==> src/rtl/gray_updown_counter.sv <==
// Up/down Gray-code counter with synchronous load, wrap-or-saturate terminal
// behaviour, and sticky overflow/underflow flags cleared by FlagClr.
module gray_updown_counter #(
  parameter int WIDTH = 3,
  parameter bit WRAP  = 1'b1
) (
  input  logic             Clk,
  input  logic             Reset,
  input  logic             En,
  input  logic             Dir,
  input  logic             Load,
  input  logic [WIDTH-1:0] LoadVal,
  input  logic             FlagClr,
  output logic [WIDTH-1:0] Output,
  output logic [WIDTH-1:0] Bin,
  output logic             Overflow,
  output logic             Underflow,
  output logic             Terminal
);

  localparam logic [WIDTH-1:0] ZERO_VAL = {WIDTH{1'b0}};
  localparam logic [WIDTH-1:0] ONE_VAL  = {{(WIDTH-1){1'b0}}, 1'b1};
  localparam logic [WIDTH-1:0] MAX_VAL  = {WIDTH{1'b1}};

  function automatic logic [WIDTH-1:0] bin_to_gray(input logic [WIDTH-1:0] b);
    return b ^ (b >> 1);
  endfunction

  function automatic logic [WIDTH-1:0] gray_to_bin(input logic [WIDTH-1:0] g);
    logic [WIDTH-1:0] b;
    b[WIDTH-1] = g[WIDTH-1];
    for (int i = WIDTH - 2; i >= 0; i--) begin
      b[i] = b[i+1] ^ g[i];
    end
    return b;
  endfunction

  logic [WIDTH-1:0] gray_q, gray_d;
  logic             ovf_q, ovf_d;
  logic             unf_q, unf_d;
  logic [WIDTH-1:0] bin_s;
  logic             at_max_s, at_zero_s;
  logic             ovf_set_s, unf_set_s;

  // Decode the held Gray state and detect the terminal counts.
  always_comb begin
    bin_s     = gray_to_bin(gray_q);
    at_max_s  = (bin_s == MAX_VAL);
    at_zero_s = (bin_s == ZERO_VAL);
  end

  // Next state: load beats counting; terminal steps raise a flag and wrap or hold.
  always_comb begin
    gray_d    = gray_q;
    ovf_set_s = 1'b0;
    unf_set_s = 1'b0;
    if (Load) begin
      gray_d = LoadVal;
    end else if (En) begin
      if (!Dir) begin
        if (at_max_s) begin
          ovf_set_s = 1'b1;
          if (WRAP) begin
            gray_d = ZERO_VAL;
          end else begin
            gray_d = gray_q;
          end
        end else begin
          gray_d = bin_to_gray(bin_s + ONE_VAL);
        end
      end else begin
        if (at_zero_s) begin
          unf_set_s = 1'b1;
          if (WRAP) begin
            gray_d = bin_to_gray(MAX_VAL);
          end else begin
            gray_d = gray_q;
          end
        end else begin
          gray_d = bin_to_gray(bin_s - ONE_VAL);
        end
      end
    end else begin
      gray_d = gray_q;
    end
  end

  // Sticky flags: a set event in the same cycle overrides FlagClr.
  always_comb begin
    ovf_d = FlagClr ? 1'b0 : ovf_q;
    unf_d = FlagClr ? 1'b0 : unf_q;
    if (ovf_set_s) begin
      ovf_d = 1'b1;
    end else begin
      ovf_d = ovf_d;
    end
    if (unf_set_s) begin
      unf_d = 1'b1;
    end else begin
      unf_d = unf_d;
    end
  end

  // State registers with asynchronous active-low reset.
  always_ff @(posedge Clk or negedge Reset) begin
    if (!Reset) begin
      gray_q <= ZERO_VAL;
      ovf_q  <= 1'b0;
      unf_q  <= 1'b0;
    end else begin
      gray_q <= gray_d;
      ovf_q  <= ovf_d;
      unf_q  <= unf_d;
    end
  end

  // Terminal looks at the direction being requested right now.
  always_comb begin
    Output    = gray_q;
    Bin       = bin_s;
    Overflow  = ovf_q;
    Underflow = unf_q;
    Terminal  = Dir ? at_zero_s : at_max_s;
  end

endmodule

==> config.mk <==
export PLATFORM = sky130hd
export DESIGN_NAME = gray_updown_counter
export DESIGN_NICKNAME = d
export VERILOG_FILES = /design/src/rtl/gray_updown_counter.sv
export SDC_FILE = /design/constraint.sdc
export NUM_CORES = 1
export LEC_CHECK = 0
export BUFFER_PORTS_ARGS = -buffer_cell sky130_fd_sc_hd__buf_4
export CORE_AREA = 4 4 41 43
export DETAILED_ROUTE_END_ITERATION = 10
export DIE_AREA = 0 0 45 47
export PLACE_DENSITY = 0.63
export SLEW_MARGIN = 20
export SYNTH_ARGS = -nofsm -noshare
export SYNTH_HDL_FRONTEND = slang
export SYNTH_SLANG_ARGS = --single-unit
==> constraint.sdc <==
create_clock -name Clk -period 1.3 [get_ports Clk]
set_input_delay 0.13 -clock Clk [delete_from_list [all_inputs] [get_ports Clk]]
set_output_delay 0.13 -clock Clk [all_outputs]
set_load 0.005 [all_outputs]
== After elaboration in Yosys (flattened, before gate mapping) ==
Cells that the tools add are included.

* Register bits after elaboration: 5
* Latch bits: 0
* RAM bits: 0
* ROM bits: 0
* Input port bits: 9
* Output and inout port bits: 9
* Logic and storage cells: 31
* Memories kept: 0

* $add $sub $neg: 2
* $mul: 0
* Div/mod/pow operators: 0
* Order comparisons: 0
* Eq/ne operators: 1
* Shift operators: 0
* Mux-type cells: 17
* Bitwise logic cells: 4
* Reductions and logical operators: 4

{| class="wikitable"
|+ Operators with widths
! operator !! count
|-
| $mux 3 || 5
|-
| $mux 1 || 12
|-
| $reduce_bool 2->1 || 3
|-
| $xor 3x2->3 || 2
|-
| $add 3x1->3 const B || 1
|-
| $eq 3x3->1 const B || 1
|-
| $logic_not 3->1 || 1
|-
| $sub 3x1->3 const B || 1
|-
| $xor 1x1->1 || 2
|}

== Logic depth before layout (Yosys ltp) ==
Gate-level depths: netlist of the first run.

* Word-level depth: 8
* Mapped depth: 4
* Mapped depth without buffers: 4

== Least setup slack after synthesis of the first run ==
Ideal clock, no wire load.

* Kind: register to register
* Start point: register (tool-made name)
* End point: register gray_q[0] (netlist: Output[0])
* Arrival time: 1220 ps
* Required time: 1231 ps
* Setup slack: 11 ps
* Cell stages (with the launch flop): 4
* Clock period less this slack: 1289 ps
* Cell sequence: dfrtp_1 xor2_1 or4b_1 nand3_1

{| class="wikitable"
|+ RTL lines
! element !! RTL line !! RTL
|-
| end signal: assignment || 111 || <nowiki>gray_q <= gray_d;</nowiki>
|-
| end: declaration || 38 || <nowiki>logic [WIDTH-1:0] gray_q, gray_d;</nowiki>
|}

==> results.yml, run 1 <==
outcome:
  outcome: "complete, but fails checks"
  failed_checks: "setup timing"
clock_network:
  clock_tree_from_tritoncts: "built"
  htreeDepth: 1
  cts_max_path_buffers: 2
  ctsRootBufferMaster: "clkbuf_4"
  total_clock_buffers_created_by_cts: 3
  clock_latency_ns: 0.25
  clock_sinks: 5
  clkTransAtPathRegs_ns: 0.05
logic_synthesis:
  synthXorXnorAreaFrac_pct: 5.07
  syn_area_um2: 345
  synthDominantAreaCellType: "dfrtp_1"
  synth_top_cells_by_area: "dfrtp_1 (36%), inv_1 (5.4%), xor2_1 (5.1%), nor3b_1 (4.3%), ha_1 (3.6%)"
  syn_nets: 51
  muxShareOfSynthArea_pct: 3.26
  synth-compound-area-share_pct: 19.2
  ys_ff_latch: 5
  synthDominantCellAreaShare_pct: 36.2
  post_synth_and_or_nand_nor_area_fraction_pct: 22.8
  synth_seq_area_share_pct: 36.2
  synth-warning-count: 0
  synth-adder-area-share_pct: 3.62
  library_cells_used_by_synthesis: 23
  postSynthAreaPerCell_um2: 8.42
  synth_top_family_by_area: "simple AND/OR/NAND/NOR gates"
  syn_inst: 41
place:
  finalWeightedCongestion: 0.790
  placed_area_um2: 499
  dp_hpwl_um: 686
  port_buffer_cells: 17
  preCtsSetupSlack_ns: 0.0359
global_routing:
  grt_first_pass_wirelength_mm: 1.67
  globalRouteOverflowTotal: 0
  grt_usage_pct: 11.2
  grt_max_degree: 11
  grt_antenna_before_repair: 0
  first_global_vias: 370
setup_path:
  timing.rr.end: "Output[0]"
  regToRegSetupSlack_ns: -0.05
  critical_path.max_fanout: 3
  timing.critical_path.arrival_ns: 1.28
  worst_ep_required_time_ns: 1.17
  critical_path.startpoint_type: "register"
  critPathKind: "reg2out"
  worstRegToRegCells: 4
  end_kind: "primary output"
timing:
  timing.final.setup_violations: 3
  fmaxAchievable_ghz: 0.709
  fin_crit_ns: 1.41
  unrepaired_setup_endpoints_after_global_routing: "yes"
  timing.final.max_slew_violations: 0
  clock-skew-final_ns: 0.00352
  final-hold-violation-count: 0
  max_slew_margin_pct: 87.1
  final.setup.worst_slack_ns: -0.111
  period_utilization_pct: 109
  tightestPinTransition_ns: 0.194
power_and_ir_drop:
  sum_of_internal_switching_and_leakage_power_uw: 646
  lkg_pwr_nw: 0.280
  vdd_drop_max_uv: 593
  cellPowerDensity_nw_per_um2: 1110
route:
  detailed_routing_iterations_pass_1: 5
  antenna_violating_nets_post_route: 0
  vias_per_cell: 4.72
  drt_drc_violations_left: 0
  route.final.wire_length_um: 979
  routed-via-count: 382
  initialDrtViolationCount: 11
  wire_per_inst_um: 12.1
cells_and_area:
  final_cell_mix: "buf_4 (21), dfrtp_1 (5), inv_1 (4), nand2_1 (3), clkbuf_4 (3)"
  antenna_cells_inserted: 0
  fillerInstances: 130
  layout_cells_sized_above_1_pct: 45.5
  area_delta_synth_final_pct: 68.5
  finalInstanceArea_um2: 582
  design.final.nets: 77
  most_frequent_standard_cell_in_the_layout_excluding_fill_and_tap_cells: "buf_4"
worst_hold_path:
  holdCritPathClass: "in2reg"
  min_to: "Underflow"
  worst_hold_path.num_cells: 2
  holdCritStartpoint: "FlagClr"
die:
  die_height_um: 47
  start_util_pct: 26.5
  die_w_um: 45
  core_um2: 1300
  floorplan.io_pins: 18
  std_cell_rows: 13
  area_of_the_die_um2: 2120
flow_run:
  cap_violations: 0
## synth_stat cells
cell type	n
a211o_1	1
a21oi_1	2
a22oi_1	1
buf_4	1
clkbuf_1	2
dfrtp_1	5
ha_1	1
inv_1	5
mux2_1	1
nand2_1	3
nand2b_1	1
nand3_1	2
nand3b_1	1
nand4b_1	1
nor2_1	1
nor2b_1	1
nor3b_1	2
o211ai_1	1
o21ai_0	2
o21ai_1	2
o22ai_1	2
or4b_1	1
xor2_1	2
## metrics by stage
stage	setup TNS, ns	util, %	cells	hold WS [ns]
finish	-0.260	44.7	81	0.0804
global route	-0.447	44.7	81	0.0806
CTS	-0.232	44.5	82	0.0788
detailed placement	0	38.4	73	-0.0651
global placement	0	38.4	73	-0.0660
floorplan	0	-	41	-0.166
## worst max-delay path, stage by stage (launching register included)
cell	delay [ns]
dfrtp_1	0.40
xor2_1	0.18
ha_2	0.18
nand3b_1	0.09
nand2_1	0.10
buf_6	0.09
## per-layer routing
| metal | part of all wire [%] | wire length [µm] | GRT usage (%) | up-vias |
|---|---|---|---|---|
| met4 | 0 | 0 | 1.75 | 0 |
| met3 | 11 | 107 | 6.90 | 0 |
| met1 | 41 | 399 | 13.2 | 170 |
| met5 | 0 | 0 | 0 | - |
| met2 | 48 | 472 | 17.8 | 20 |
| li1 | - | - | - | 192 |
## how the worst max path moves through the flow
stage | start | to | slack, ns | depth (start not counted)
floorplan | register | Output[0] | 0.01 | 3
global placement | register | Output[0] | 0.08 | 3
detailed placement | register | Output[0] | 0.04 | 3
CTS | register | Terminal | -0.1 | 5
global route | register | Terminal | -0.18 | 5
finish | register | Terminal | -0.11 | 5
## power breakdown
group	switching, mW	total [mW]	leakage (nW)	internal [mW]
combinational	0.110	0.266	0.201	0.156
clock	0.0754	0.192	0.0150	0.117
sequential	0.0166	0.188	0.0640	0.171
total	0.202	0.646	0.280	0.444
## logic make-up after synthesis
kind of cell    count (synthesis)
flops                           5
buf+inv                         8
fa+ha+maj                       1
xor+xnor                        2
simple gates                   13
compound gates                 11
mux                             1
## repair_timing
action,in CTS,in global routing
setup endpoints to repair,2,5
hold buffers,1,0
endpoints found under the hold margin,5,0
resized for setup,4,2
pin swaps,5,2
setup buffers,4,1
## area by class of cell
cell class                      instances  area, µm²  area share, %
Inverter                                5       18.8           3.23
Clock buffer                            4       26.3           4.52
Timing Repair Buffer                   24        190           32.7
Multi-Input combinational cell         28        203           34.8
Sequential cell                         5        125           21.5
Tap cell                               15       18.8           3.23
Note: power is estimated with default switching activity, not from simulation.
==> run 2: changes to the inputs <==
- SKIP_LAST_GASP: not set -> 1
==> run 2 against run 1 <==
Compared with the run above: the flow still finishes with violations (setup timing); sequential cell count unchanged; setup slack lost 0.00082 ns; sequential share of layout area grew 0.14 points; register-to-register slack about the same; die area unchanged; combinational power down 2%; non-clock buffer count unchanged; critical path depth unchanged; clock power about the same; global-route usage is 0.18 points lower; critical endpoint unchanged.
==> results.yml, run 2 (synthesis gave the netlist of run 1 again) <==
place:
  placed_area_um2: 499
  finalWeightedCongestion: 0.790
  port_buffer_cells: 17
  preCtsSetupSlack_ns: 0.0359
  dp_hpwl_um: 686
  dp.cells: 73
power_and_ir_drop:
  comb_power_share_pct: 40.8
  vdd_drop_max_uv: 593
  lkg_pwr_nw: 0.279
  sum_of_internal_switching_and_leakage_power_uw: 642
  switching_power_uw: 201
  swShare_pct: 31.3
  power.internal_uw: 441
  clock_group_share_of_total_power_pct: 29.9
  cellPowerDensity_nw_per_um2: 1110
  share_seq_of_total_power_pct: 29.3
clock_network:
  clock_sinks: 5
  ctsRootBufferMaster: "clkbuf_4"
  clkTransAtPathRegs_ns: 0.05
  clock_latency_ns: 0.25
  cts_max_path_buffers: 2
  total_clock_buffers_created_by_cts: 3
  clock_tree_from_tritoncts: "built"
  htreeDepth: 1
route:
  initialDrtViolationCount: 11
  route.final.wire_length_um: 980
  vias_per_cell: 4.72
  routed-via-count: 382
  antenna_violating_nets_post_route: 0
  wire_per_inst_um: 12.1
  detailed_routing_iterations_pass_1: 5
  drt_drc_violations_left: 0
global_routing:
  grt_usage_pct: 11.0
  grt_max_degree: 11
  grt_first_pass_wirelength_mm: 1.64
  globalRouteOverflowTotal: 0
  grt_antenna_before_repair: 0
  first_global_vias: 366
die:
  floorplan.io_pins: 18
  area_of_the_die_um2: 2120
  start_util_pct: 26.5
  die_height_um: 47
  core_um2: 1300
  die_w_um: 45
  std_cell_rows: 13
setup_path:
  timing.critical_path.arrival_ns: 1.28
  regToRegSetupSlack_ns: -0.05
  worst_ep_required_time_ns: 1.17
  critPathKind: "reg2out"
  critical_path.max_fanout: 3
  end_kind: "primary output"
  critical_path.startpoint_type: "register"
cells_and_area:
  final_cell_mix: "buf_4 (22), dfrtp_1 (5), inv_1 (4), nand2_1 (3), clkbuf_4 (3)"
  design.final.nets: 77
  area_of_the_multi_input_gates_um2: 203
  most_frequent_standard_cell_in_the_layout_excluding_fill_and_tap_cells: "buf_4"
  utilization_pct: 44.4
  seq_area_um2: 125
  antenna_cells_inserted: 0
  area_delta_synth_final_pct: 67.4
  fillerInstances: 131
  fin_cells: 81
  finalInstanceArea_um2: 578
  layout_cells_sized_above_1_pct: 45.5
timing:
  fin_crit_ns: 1.41
  timing.final.setup_violations: 3
  clock-skew-final_ns: 0.00352
  timing.final.max_slew_violations: 0
  tightestPinTransition_ns: 0.194
  unrepaired_setup_endpoints_after_global_routing: "yes"
  final-hold-violation-count: 0
  fmaxAchievable_ghz: 0.708
  setup_tns_ns: -0.260
  final.hold.worst_slack_ns: 0.0804
  period_utilization_pct: 109
  final.setup.worst_slack_ns: -0.112
  max_slew_margin_pct: 87.1
outcome:
  failed_checks: "setup timing"
  outcome: "complete, but fails checks"
worst_hold_path:
  holdCritPathClass: "in2reg"
  holdCritStartpoint: "FlagClr"
flow_run:
  cap_violations: 0
## run 2: cell counts in the layout (fill, tap and decap cells not counted)
Identical to the previous run, type by type.
## run 2: path summary, 6_finish.rpt
kind	to	cells past startpoint
worst max-delay path	Terminal	5
worst min-delay path	Underflow	2
worst max register to register	Output[0]	4
worst min register to register	Underflow	2
max in group asynchronous	async pin	2
min in group asynchronous	Overflow	2
## run 2: power groups by stage
stage	clock network [mW]	logic, mW	registers [mW]
global route	0.210	0.296	0.190
detailed placement	0	0.223	0.191
global placement	0	0.223	0.190
floorplan	0	0.0925	0.198
CTS	0.194	0.261	0.187
finish	0.192	0.262	0.188
## run 2: cell type report
type | instances | area share, %
tap | 15 | 3.25
multi-input combinational | 28 | 35.1
timing repair buffer | 24 | 32.3
inverter | 5 | 3.25
sequential | 5 | 21.6
clock buffer | 4 | 4.55
## run 2: worst max-delay path, stage by stage (launching register included)
cell and delay [ns]:
dfrtp_1 0.40, xor2_1 0.17, ha_2 0.18, nand3b_1 0.10, nand2_1 0.06, buf_4 0.13
## run 2: per-layer routing
metal,vias up,share of wire (%),global-route usage [%]
li1,192,-,-
met1,170,41,12.9
met2,20,48,17.5
met3,0,11,6.90
met4,0,0,1.75
met5,-,0,0
## run 2: repair_timing
item                       CTS  global route
pin swaps                    3             4
resized for setup            3             2
hold endpoints to repair     5             0
setup endpoints to repair    2             5
hold buffers                 1             0
buffers inserted             4             1
